===== src/rtl/uart_pkg.sv =====
// Shared types and constants for the UART command-frame parser and its helpers.
package uart_pkg;

  typedef enum logic [2:0] {
    ST_IDLE,
    ST_TYPE,
    ST_PAYLOAD,
    ST_CSUM,
    ST_TRL0,
    ST_TRL1,
    ST_COMMIT
  } parser_state_t;

  localparam logic [2:0] ERR_NONE = 3'd0;
  localparam logic [2:0] ERR_TYPE = 3'd1;
  localparam logic [2:0] ERR_CSUM = 3'd2;
  localparam logic [2:0] ERR_TRL  = 3'd3;
  localparam logic [2:0] ERR_TMO  = 3'd4;

  localparam logic [3:0] ACK_NIB  = 4'hA;
  localparam logic [3:0] NACK_NIB = 4'hE;

  localparam logic [7:0] HDR0_DEFAULT = 8'h00;
  localparam logic [7:0] END0_DEFAULT = 8'hFF;
  localparam logic [7:0] END1_DEFAULT = 8'h00;

  function automatic logic [7:0] ack_byte(input logic [3:0] pkt_type);
    return {ACK_NIB, pkt_type};
  endfunction

  function automatic logic [7:0] nack_byte(input logic [2:0] code);
    return {NACK_NIB, 1'b0, code};
  endfunction

endpackage


===== src/rtl/uart_timeout_cnt.sv =====
// Idle-cycle watchdog: counts enabled cycles without a clear and pulses
// expire on the cycle the count reaches TIMEOUT_CYCLES-1.
module uart_timeout_cnt #(
  parameter int TIMEOUT_CYCLES = 5000000
) (
  input  logic clk,
  input  logic rst_n,
  input  logic en,
  input  logic clr,
  output logic expire
);

  localparam int CW = (TIMEOUT_CYCLES > 1) ? $clog2(TIMEOUT_CYCLES) : 1;
  localparam logic [CW-1:0] LAST = CW'(TIMEOUT_CYCLES - 1);

  logic [CW-1:0] cnt;

  // A clear on the expiry cycle wins, so a late byte still keeps the frame alive.
  assign expire = en && !clr && (cnt == LAST);

  // Count while enabled; restart on clear, disable or expiry.
  always_ff @(posedge clk or negedge rst_n) begin
    if (!rst_n) begin
      cnt <= '0;
    end else if (!en || clr || expire) begin
      cnt <= '0;
    end else begin
      cnt <= cnt + CW'(1);
    end
  end

endmodule


===== src/rtl/uart_cmd_parser.sv =====
// UART command-frame parser: HDR0, type, payload, optional XOR checksum,
// END0, END1. Commits packets, reports aborts and queues an ACK/NACK byte.
module uart_cmd_parser
  import uart_pkg::*;
#(
  parameter int                      NUM_TYPES      = 4,
  parameter int                      MAX_PAYLOAD    = 16,
  parameter logic [5*NUM_TYPES-1:0]  PAYLOAD_LEN    = {5'd0, 5'd2, 5'd5, 5'd9},
  parameter logic [7:0]              HDR0           = HDR0_DEFAULT,
  parameter logic [7:0]              END0           = END0_DEFAULT,
  parameter logic [7:0]              END1           = END1_DEFAULT,
  parameter bit                      CSUM_EN        = 1'b1,
  parameter bit                      ACK_EN         = 1'b1,
  parameter int                      TIMEOUT_CYCLES = 5000000
) (
  input  logic                     clk,
  input  logic                     rst_n,
  input  logic                     rx_valid,
  input  logic [7:0]               rx_data,
  output logic                     tx_valid,
  input  logic                     tx_ready,
  output logic [7:0]               tx_data,
  output logic                     pkt_valid,
  output logic [3:0]               pkt_type,
  output logic [4:0]               pkt_len,
  output logic [MAX_PAYLOAD*8-1:0] pkt_payload,
  output logic                     err_valid,
  output logic [2:0]               err_code
);

  parser_state_t state;

  logic [3:0] type_q;
  logic [4:0] len_q;
  logic [4:0] idx_q;
  logic [7:0] csum_q;
  logic [7:0] pay_buf [MAX_PAYLOAD];

  logic                     type_ok;
  logic [4:0]               lut_len;
  logic                     abort;
  logic [2:0]               abort_code;
  logic                     commit;
  logic                     tmo_en;
  logic                     tmo_expire;
  logic [MAX_PAYLOAD*8-1:0] payload_masked;

  // The watchdog only runs while a frame is in flight.
  assign tmo_en = (state != ST_IDLE) && (state != ST_COMMIT);

  uart_timeout_cnt #(
    .TIMEOUT_CYCLES(TIMEOUT_CYCLES)
  ) u_timeout (
    .clk   (clk),
    .rst_n (rst_n),
    .en    (tmo_en),
    .clr   (rx_valid),
    .expire(tmo_expire)
  );

  // Validate the incoming type byte and look up its payload length.
  always_comb begin
    type_ok = (rx_data[7:4] == 4'h0) && ({1'b0, rx_data[3:0]} < 5'(NUM_TYPES));
    lut_len = 5'd0;
    for (int i = 0; i < NUM_TYPES; i++) begin
      if (rx_data[3:0] == 4'(i)) lut_len = PAYLOAD_LEN[5*i +: 5];
    end
  end

  // Present only the first len bytes; stale buffer bytes beyond len read as zero.
  always_comb begin
    payload_masked = '0;
    for (int i = 0; i < MAX_PAYLOAD; i++) begin
      payload_masked[8*i +: 8] = (5'(i) < len_q) ? pay_buf[i] : 8'h00;
    end
  end

  // Decide whether this cycle ends the frame, either by abort or by commit.
  always_comb begin
    abort      = 1'b0;
    abort_code = ERR_NONE;
    commit     = 1'b0;
    if (tmo_expire) begin
      abort      = 1'b1;
      abort_code = ERR_TMO;
    end else if (rx_valid) begin
      case (state)
        ST_TYPE: begin
          if (!type_ok) begin
            abort      = 1'b1;
            abort_code = ERR_TYPE;
          end
        end
        ST_CSUM: begin
          if (rx_data != csum_q) begin
            abort      = 1'b1;
            abort_code = ERR_CSUM;
          end
        end
        ST_TRL0: begin
          if (rx_data != END0) begin
            abort      = 1'b1;
            abort_code = ERR_TRL;
          end
        end
        ST_TRL1: begin
          if (rx_data != END1) begin
            abort      = 1'b1;
            abort_code = ERR_TRL;
          end else begin
            commit = 1'b1;
          end
        end
        default: ;
      endcase
    end
  end

  // Frame state machine with registered packet, error and ACK-slot outputs.
  always_ff @(posedge clk or negedge rst_n) begin
    if (!rst_n) begin
      state       <= ST_IDLE;
      type_q      <= '0;
      len_q       <= '0;
      idx_q       <= '0;
      csum_q      <= '0;
      for (int i = 0; i < MAX_PAYLOAD; i++) pay_buf[i] <= '0;
      pkt_valid   <= 1'b0;
      pkt_type    <= '0;
      pkt_len     <= '0;
      pkt_payload <= '0;
      err_valid   <= 1'b0;
      err_code    <= '0;
      tx_valid    <= 1'b0;
      tx_data     <= '0;
    end else begin
      pkt_valid <= 1'b0;
      err_valid <= 1'b0;
      if (tx_valid && tx_ready) tx_valid <= 1'b0;

      if (abort) begin
        state     <= ST_IDLE;
        err_valid <= 1'b1;
        err_code  <= abort_code;
        if (ACK_EN && !tx_valid) begin
          tx_valid <= 1'b1;
          tx_data  <= nack_byte(abort_code);
        end
      end else if (commit) begin
        state       <= ST_COMMIT;
        pkt_valid   <= 1'b1;
        pkt_type    <= type_q;
        pkt_len     <= len_q;
        pkt_payload <= payload_masked;
        if (ACK_EN && !tx_valid) begin
          tx_valid <= 1'b1;
          tx_data  <= ack_byte(type_q);
        end
      end else if (rx_valid) begin
        case (state)
          ST_IDLE, ST_COMMIT: begin
            if (rx_data == HDR0) begin
              state <= ST_TYPE;
              idx_q <= 5'd0;
            end else begin
              state <= ST_IDLE;
            end
          end
          ST_TYPE: begin
            type_q <= rx_data[3:0];
            len_q  <= lut_len;
            csum_q <= rx_data;
            if (lut_len != 5'd0) state <= ST_PAYLOAD;
            else if (CSUM_EN) state <= ST_CSUM;
            else state <= ST_TRL0;
          end
          ST_PAYLOAD: begin
            for (int i = 0; i < MAX_PAYLOAD; i++) begin
              if (idx_q == 5'(i)) pay_buf[i] <= rx_data;
            end
            csum_q <= csum_q ^ rx_data;
            idx_q  <= idx_q + 5'd1;
            if (idx_q == len_q - 5'd1) begin
              if (CSUM_EN) state <= ST_CSUM;
              else state <= ST_TRL0;
            end
          end
          ST_CSUM: state <= ST_TRL0;
          ST_TRL0: state <= ST_TRL1;
          default: state <= ST_IDLE;
        endcase
      end else if (state == ST_COMMIT) begin
        state <= ST_IDLE;
      end
    end
  end

endmodule


===== config.mk =====
export PLATFORM = sky130hd
export DESIGN_NAME = uart_cmd_parser
export DESIGN_NICKNAME = d
export VERILOG_FILES = /design/src/rtl/uart_pkg.sv /design/src/rtl/uart_timeout_cnt.sv /design/src/rtl/uart_cmd_parser.sv
export SDC_FILE = /design/constraint.sdc
export NUM_CORES = 1
export LEC_CHECK = 0
export BUFFER_PORTS_ARGS = -buffer_cell sky130_fd_sc_hd__buf_4
export CORE_MARGIN = 2
export CORE_UTILIZATION = 48
export DETAILED_ROUTE_END_ITERATION = 10
export PLACE_DENSITY = 0.69
export SETUP_SLACK_MARGIN = 0.1
export SYNTH_ARGS = -nofsm -noshare
export SYNTH_HDL_FRONTEND = slang
export SYNTH_SLANG_ARGS = --single-unit

===== constraint.sdc =====
create_clock -name clk -period 2.5 [get_ports clk]
set_input_delay 0.375 -clock clk [delete_from_list [all_inputs] [get_ports clk]]
set_output_delay 0.375 -clock clk [all_outputs]
set_load 0.1 [all_outputs]

==> results of run 1 <==
cells by family after synthesis:
family | after synthesis | share of synthesized area [%]
simple gates | 572 | 20.0
flops | 307 | 59.6
mux | 110 | 9.60
buf+inv | 101 | 3.35
compound gates | 88 | 4.34
xor+xnor | 35 | 2.38
fa+ha+maj | 8 | 0.757
other cells | 1 | 0.0291
power by group through the flow:
stage | registers [mW] | clock network [mW] | logic [mW]
final | 6.26 | 4.79 | 3.21
after detailed placement | 6.32 | 0 | 3.19
after global routing | 6.35 | 5.09 | 3.48
after floorplan | 6.59 | 0 | 1.93
after global placement | 6.29 | 0 | 3.12
after CTS | 6.25 | 4.87 | 3.20
Yosys cell counts, drive strengths merged (10+ instances only):
library cell	number
nand2	309
buf	19
mux2	109
clkbuf	67
xor2	29
inv	15
nor2	42
o21ai	34
a21oi	16
nand3	149
dfrtp	307
nand4	12
or4b	10
metrics by stage:
step	hold WS [ns]	area (µm²)	TNS, ns	power [mW]	cells
final	0.0504	15800	0	14.3	1744
after CTS	0.0347	15700	0	14.3	1744
after global placement	0.306	14700	0	9.41	1687
after detailed placement	0.307	14700	-0.237	9.51	1687
after global routing	0.0536	15800	0	14.9	1744
after floorplan	0.0794	12900	0	8.52	1231
how the worst max path moves through the flow:
stage | from | end | slack (ns)
after floorplan | rx_data[4] | csum_q[6]$_DFFE_PN0P_ | 0.07
after global placement | rx_data[4] | csum_q[2]$_DFFE_PN0P_ | 0.02
after detailed placement | rx_data[4] | csum_q[3]$_DFFE_PN0P_ | -0.04
after CTS | u_timeout.cnt[20]$_DFF_PN0_ | tx_data[0]$_DFFE_PN0P_ | 0.13
after global routing | state[0]$_DFFE_PN0P_ | pay_buf[91]$_DFFE_PN0P_ | 0.09
final | u_timeout.cnt[6]$_DFF_PN0_ | tx_data[3]$_DFFE_PN0P_ | 0.24
per-layer routing:
metal | global-route usage [%] | wire [µm] | share of wire, % | vias up
li1 | - | - | - | 4436
met1 | 32.0 | 14200 | 45 | 4794
met2 | 37.6 | 15200 | 48 | 222
met3 | 3.01 | 1520 | 4.9 | 37
met4 | 4.65 | 448 | 1.4 | 0
met5 | 0 | 0 | 0 | -
flip-flops by register name (all words and copies together), names as in the netlist, 3 cells and up:
signal / cells
pay_buf: 120
pkt_payload: 120
u_timeout.cnt: 23
csum_q: 8
tx_data: 6
idx_q: 5
len_q: 4
pkt_len: 4
pkt_type: 4
type_q: 4
err_code: 3
state: 3
final cells by class:
cell class	count	area (µm²)	share of cell area (%)
inverter	15	56.3	0.357
tap	335	419	2.66
multi-input combinational	823	4870	30.9
timing repair buffer	208	1680	10.7
clock inverter	14	179	1.13
clock buffer	42	887	5.62
sequential	307	7680	48.7
worst max-delay path: stages (launching register included):
cell     delay [ns]
dfrtp_1        0.43
nor4b_4        0.32
or4b_2         0.63
nor4_2         0.25
buf_4          0.17
o21ai_0        0.12
o31ai_2        0.12
o21ai_0        0.12
repair_timing:
item                                   4_1_cts  5_1_grt
resized for setup                            1        7
hold buffers                                 1        0
endpoints found under the hold margin       35        0
pin swaps                                    0        1
setup endpoints to repair                    4       16
==> impl_metrics.yaml, run 1 <==
min_path:
  worstHoldStart: "tx_ready"
  min_to: "tx_valid$_DFF_PN0_"
  hold_class: "input port to flop"
  worstHoldPathCells: 2
setup_path:
  crit-reg2reg-capture: "tx_data[3]$_DFFE_PN0P_"
  end_kind: "flop"
  worstReg2RegStart: "u_timeout.cnt[6]$_DFF_PN0_"
  worstPathArrival_ns: 2.69
  r2r_cells: 7
  worstPathRequired_ns: 2.93
  cp_max_fo: 4
  r2r_setup_slack_ns: 0.24
  cp-start-kind: "flop"
  worstSetupPathType: "flop to flop"
floorplan:
  ioPinCount: 163
  fp.coreArea_um2: 26200
  die_h_um: 168
  die_w_um: 168
  num_rows: 59
  dieArea_um2: 28200
  start_util_pct: 49.2
cells_and_area:
  syn_to_final_growth_pct: 22.3
  drive_gt1_share_pct: 27.4
  final_cell_mix: "nand2_1 (309), dfrtp_1 (307), buf_4 (197)"
  layout_commonest_cell: "nand2_1"
  fillCellCount: 2211
  nets: 1405
  antenna_cells: 0
  utilization_pct: 60.2
power:
  ir_drop_v: 0.00124
  leakagePower_nw: 8.26
  p_comb_share_pct: 22.5
  pwr-share-clk_pct: 33.6
  p_sw_share_pct: 32.2
  power_density_nw_per_um2: 904
  power_frac_seq_pct: 43.9
  switchingPower_mw: 4.59
  power.internal_mw: 9.68
sta:
  fmax_mhz: 442
  period_minus_slack_ns: 2.26
  worst_slack_ns: 0.238
  relSlewSlack_pct: 50.6
  maxSlewViolCount: 0
  hold_viol_final: 0
  setup_viol: 0
  fin_worst_skew_ns: 0.0219
  period_share_pct: 90.5
  rsz0062_at_grt: "yes"
  tightest_slew_ns: 0.740
global_routing:
  grt_pass1_vias: 9555
  grt_max_degree: 124
  grt-ovfl-total: 0
  grt_antenna_before_repair: 0
  track_usage_pct: 22.6
  grt_pass1_wl_um: 51200
synthesis:
  postSynthRegisterBits: 307
  synth_cell_type_count: 54
  synth_seq_area_share_pct: 59.6
  synth_area_leader_cell: "dfrtp_1"
  ys_async_sr_fraction_pct: 100
  ys_top_cells_by_area: "dfrtp_1 (60%), mux2_2 (9.5%), nand2_1 (9.0%)"
  syn_area_um2: 12900
  synth_edf_count: 0
  syn_area_per_cell_um2: 10.6
  netlist_instances: 1222
  yosysWarnings: 0
  synth_top_area_share_pct: 59.6
  synthFlopType: "dfrtp_1"
clock_network:
  cts_buffer_depth: 3
  cts_setup_buffers: 0
  cts.reportedPaths.clkPinSlew_ns: 0.06
  root_buffer: "clkbuf_16"
  numCtsBuffers: 31
  clock_sinks: 307
  tritoncts: "yes"
  htreeDepth: 1
  clock_latency_ns: 0.55
outcome:
  outcome: "complete, no violations"
detailed_routing:
  drt_iter0_drc: 749
  drc: 0
  wl_per_cell_um: 18.0
  vias: 9489
  drt_first_pass_iters: 6
  via_per_inst: 5.44
  wl_um: 31300
  antenna_left: 0
place:
  place.gp.congestion: 0.859
  dp_worst_setup_slack_ns: -0.0423
  io_buffers: 152
  hpwl_um: 20700
run:
  maxCapViolCount: 0
No activity file was read; power rests on OpenSTA's default activity.
==> inputs of run 2 (changes only) <==
--- a/config.mk
+++ b/config.mk
@@ -6,10 +6,13 @@
 export NUM_CORES = 1
 export LEC_CHECK = 0
 export BUFFER_PORTS_ARGS = -buffer_cell sky130_fd_sc_hd__buf_4
+export CELL_PAD_IN_SITES_DETAIL_PLACEMENT = 2
+export CELL_PAD_IN_SITES_GLOBAL_PLACEMENT = 2
 export CORE_MARGIN = 2
-export CORE_UTILIZATION = 48
+export CORE_UTILIZATION = 34
 export DETAILED_ROUTE_END_ITERATION = 10
-export PLACE_DENSITY = 0.69
+export MAX_ROUTING_LAYER = met4
+export PLACE_DENSITY_LB_ADDON = 0.1
 export SETUP_SLACK_MARGIN = 0.1
 export SYNTH_ARGS = -nofsm -noshare
 export SYNTH_HDL_FRONTEND = slang
==> run 2 against run 1 <==
Against the previous run:
- sequential share of layout area shrank 1.6 points
- register-to-register slack lost 0.03 ns
- count of clock-buffer cells in the layout grew 11
- sequential cell count is the same
- via count grew 2.6%
- utilization shrank 17 points
- clock skew shrank 0.0062 ns
- first-iteration DRC count shrank 58%
- critical endpoint is now csum_q[3]$_DFFE_PN0P_
- largest cell class unchanged
- highest routed layer unchanged
==> impl_metrics.yaml, run 2 (same netlist as run 1, synthesis figures left out) <==
outcome:
  outcome: "complete, no violations"
cells_and_area:
  syn_to_final_growth_pct: 26.5
  antenna_cells: 0
  layout_commonest_cell: "nand2_1"
  utilization_pct: 43.5
  drive_gt1_share_pct: 28.5
  final_cell_mix: "nand2_1 (309), dfrtp_1 (307), buf_4 (205)"
  reg_top3: "pay_buf: 120 flops, pkt_payload: 120 flops, u_timeout.cnt: 23 flops"
  final_cell_area_um2: 16300
  nets: 1421
clock_network:
  clock_sinks: 307
  numCtsBuffers: 37
  cts_setup_buffers: 0
  cts_buffer_depth: 3
  root_buffer: "clkbuf_16"
  clock_latency_ns: 0.52
  tritoncts: "yes"
  htreeDepth: 2
  cts.reportedPaths.clkPinSlew_ns: 0.06
global_routing:
  track_usage_pct: 20.9
  grt_antenna_before_repair: 0
  grt_pass1_wl_um: 61800
  grt-ovfl-total: 0
  grt_pass1_vias: 10728
  grt_max_degree: 83
detailed_routing:
  wl_per_cell_um: 20.1
  vias: 9733
  drt_first_pass_iters: 4
  drt_iter0_drc: 314
  drc: 0
  antenna_left: 0
  wl_um: 39100
  via_per_inst: 5.02
power:
  total_power_mw: 15.1
  power_density_nw_per_um2: 925
  ir_drop_v: 0.000906
  leakagePower_nw: 8.42
setup_path:
  cp-start-kind: "flop"
  worstPathRequired_ns: 2.93
  cp_max_fo: 9
  end_kind: "flop"
  worstSetupPathType: "flop to flop"
  worstPathArrival_ns: 2.73
floorplan:
  die_h_um: 199
  ioPinCount: 163
  fp.coreArea_um2: 37500
  die_w_um: 199
  start_util_pct: 34.4
  dieArea_um2: 39500
  num_rows: 71
sta:
  fin_worst_skew_ns: 0.0157
  fmax_mhz: 436
  tightest_slew_ns: 0.792
  maxSlewViolCount: 0
  hold_viol_final: 0
  rsz0062_at_grt: "yes"
  relSlewSlack_pct: 46.9
  period_minus_slack_ns: 2.29
  worst_slack_ns: 0.207
  setup_viol: 0
  period_share_pct: 91.7
run:
  maxCapViolCount: 0
place:
  io_buffers: 152
  dp_worst_setup_slack_ns: -0.0606
  place.gp.congestion: 0.775
  dpl-instance-area_um2: 15000
  hpwl_um: 26100
min_path:
  hold_class: "input port to flop"
## run 2: cell types whose count changed in the layout (fill, tap and decap cells not counted), moves of 2 or more
cell        change
clkbuf_1        +4
clkinvlp_4      -2
inv_6           +2
or4b_4          +2
clkbuf_16       +8
buf_4           +8
or4b_2          -2
nor4_4          +2
nor4_1          -2
## run 2: power breakdown
group | leakage (nW) | switching (mW) | internal (mW)
Sequential | 4.18 | 0.568 | 5.67
Combinational | 3.62 | 2.28 | 1.16
Clock | 0.616 | 2.08 | 3.34
## run 2: layout make-up
class	instances	area, µm²
timing repair buffer	218	1780
tap	511	639
multi-input combinational	823	4920
sequential	307	7680
clock inverter	13	148
clock buffer	53	1090
fill	3971	21200
inverter	15	56.3
## run 2: metal layers
| metal | track usage, % | part of all wire [%] |
|---|---|---|
| met1 | 27.8 | 46 |
| met2 | 34.3 | 50 |
| met3 | 2.58 | 3.1 |
| met4 | 4.48 | 1.4 |
| met5 | - | 0 |
## run 2: timing repair
action / in CTS / in global routing
setup endpoints to repair: 5 / 121
resized for setup: 4 / 13
hold buffers: 1 / 0
endpoints found under the hold margin: 65 / 0
pin swaps: 0 / 4
## run 2: final timing paths
path	startpoint	to	slack (ns)	depth (start not counted)
max	csum_q[6]$_DFFE_PN0P_	csum_q[3]$_DFFE_PN0P_	0.21	7
min	tx_ready	tx_valid$_DFF_PN0_	0.06	2
max reg2reg	csum_q[6]$_DFFE_PN0P_	csum_q[3]$_DFFE_PN0P_	0.21	7
min reg2reg	pkt_payload[53]$_DFFE_PN0P_	pkt_payload[53]$_DFFE_PN0P_	0.47	2
max in group asynchronous	rst_n	state[1]$_DFFE_PN0P_	1.25	3
min in group asynchronous	rst_n	pkt_payload[44]$_DFFE_PN0P_	0.41	2
## run 2: critical path, cell delays in order, from the launching register on
cell and delay (ns):
dfrtp_1 0.43, xor2_1 0.18, nor4_2 0.37, a21oi_2 0.13
o31ai_4 0.26, buf_6 0.17, or4b_1 0.46, a31oi_1 0.20
## run 2: metrics by stage
stage / instances / hold slack, ns / setup TNS, ns
floorplan: 1231 / 0.0794 / 0
detailed placement: 1873 / 0.407 / -0.211
finish: 1940 / 0.0626 / 0
global placement: 1873 / 0.402 / 0
global route: 1940 / 0.0468 / 0
CTS: 1940 / 0.0430 / 0
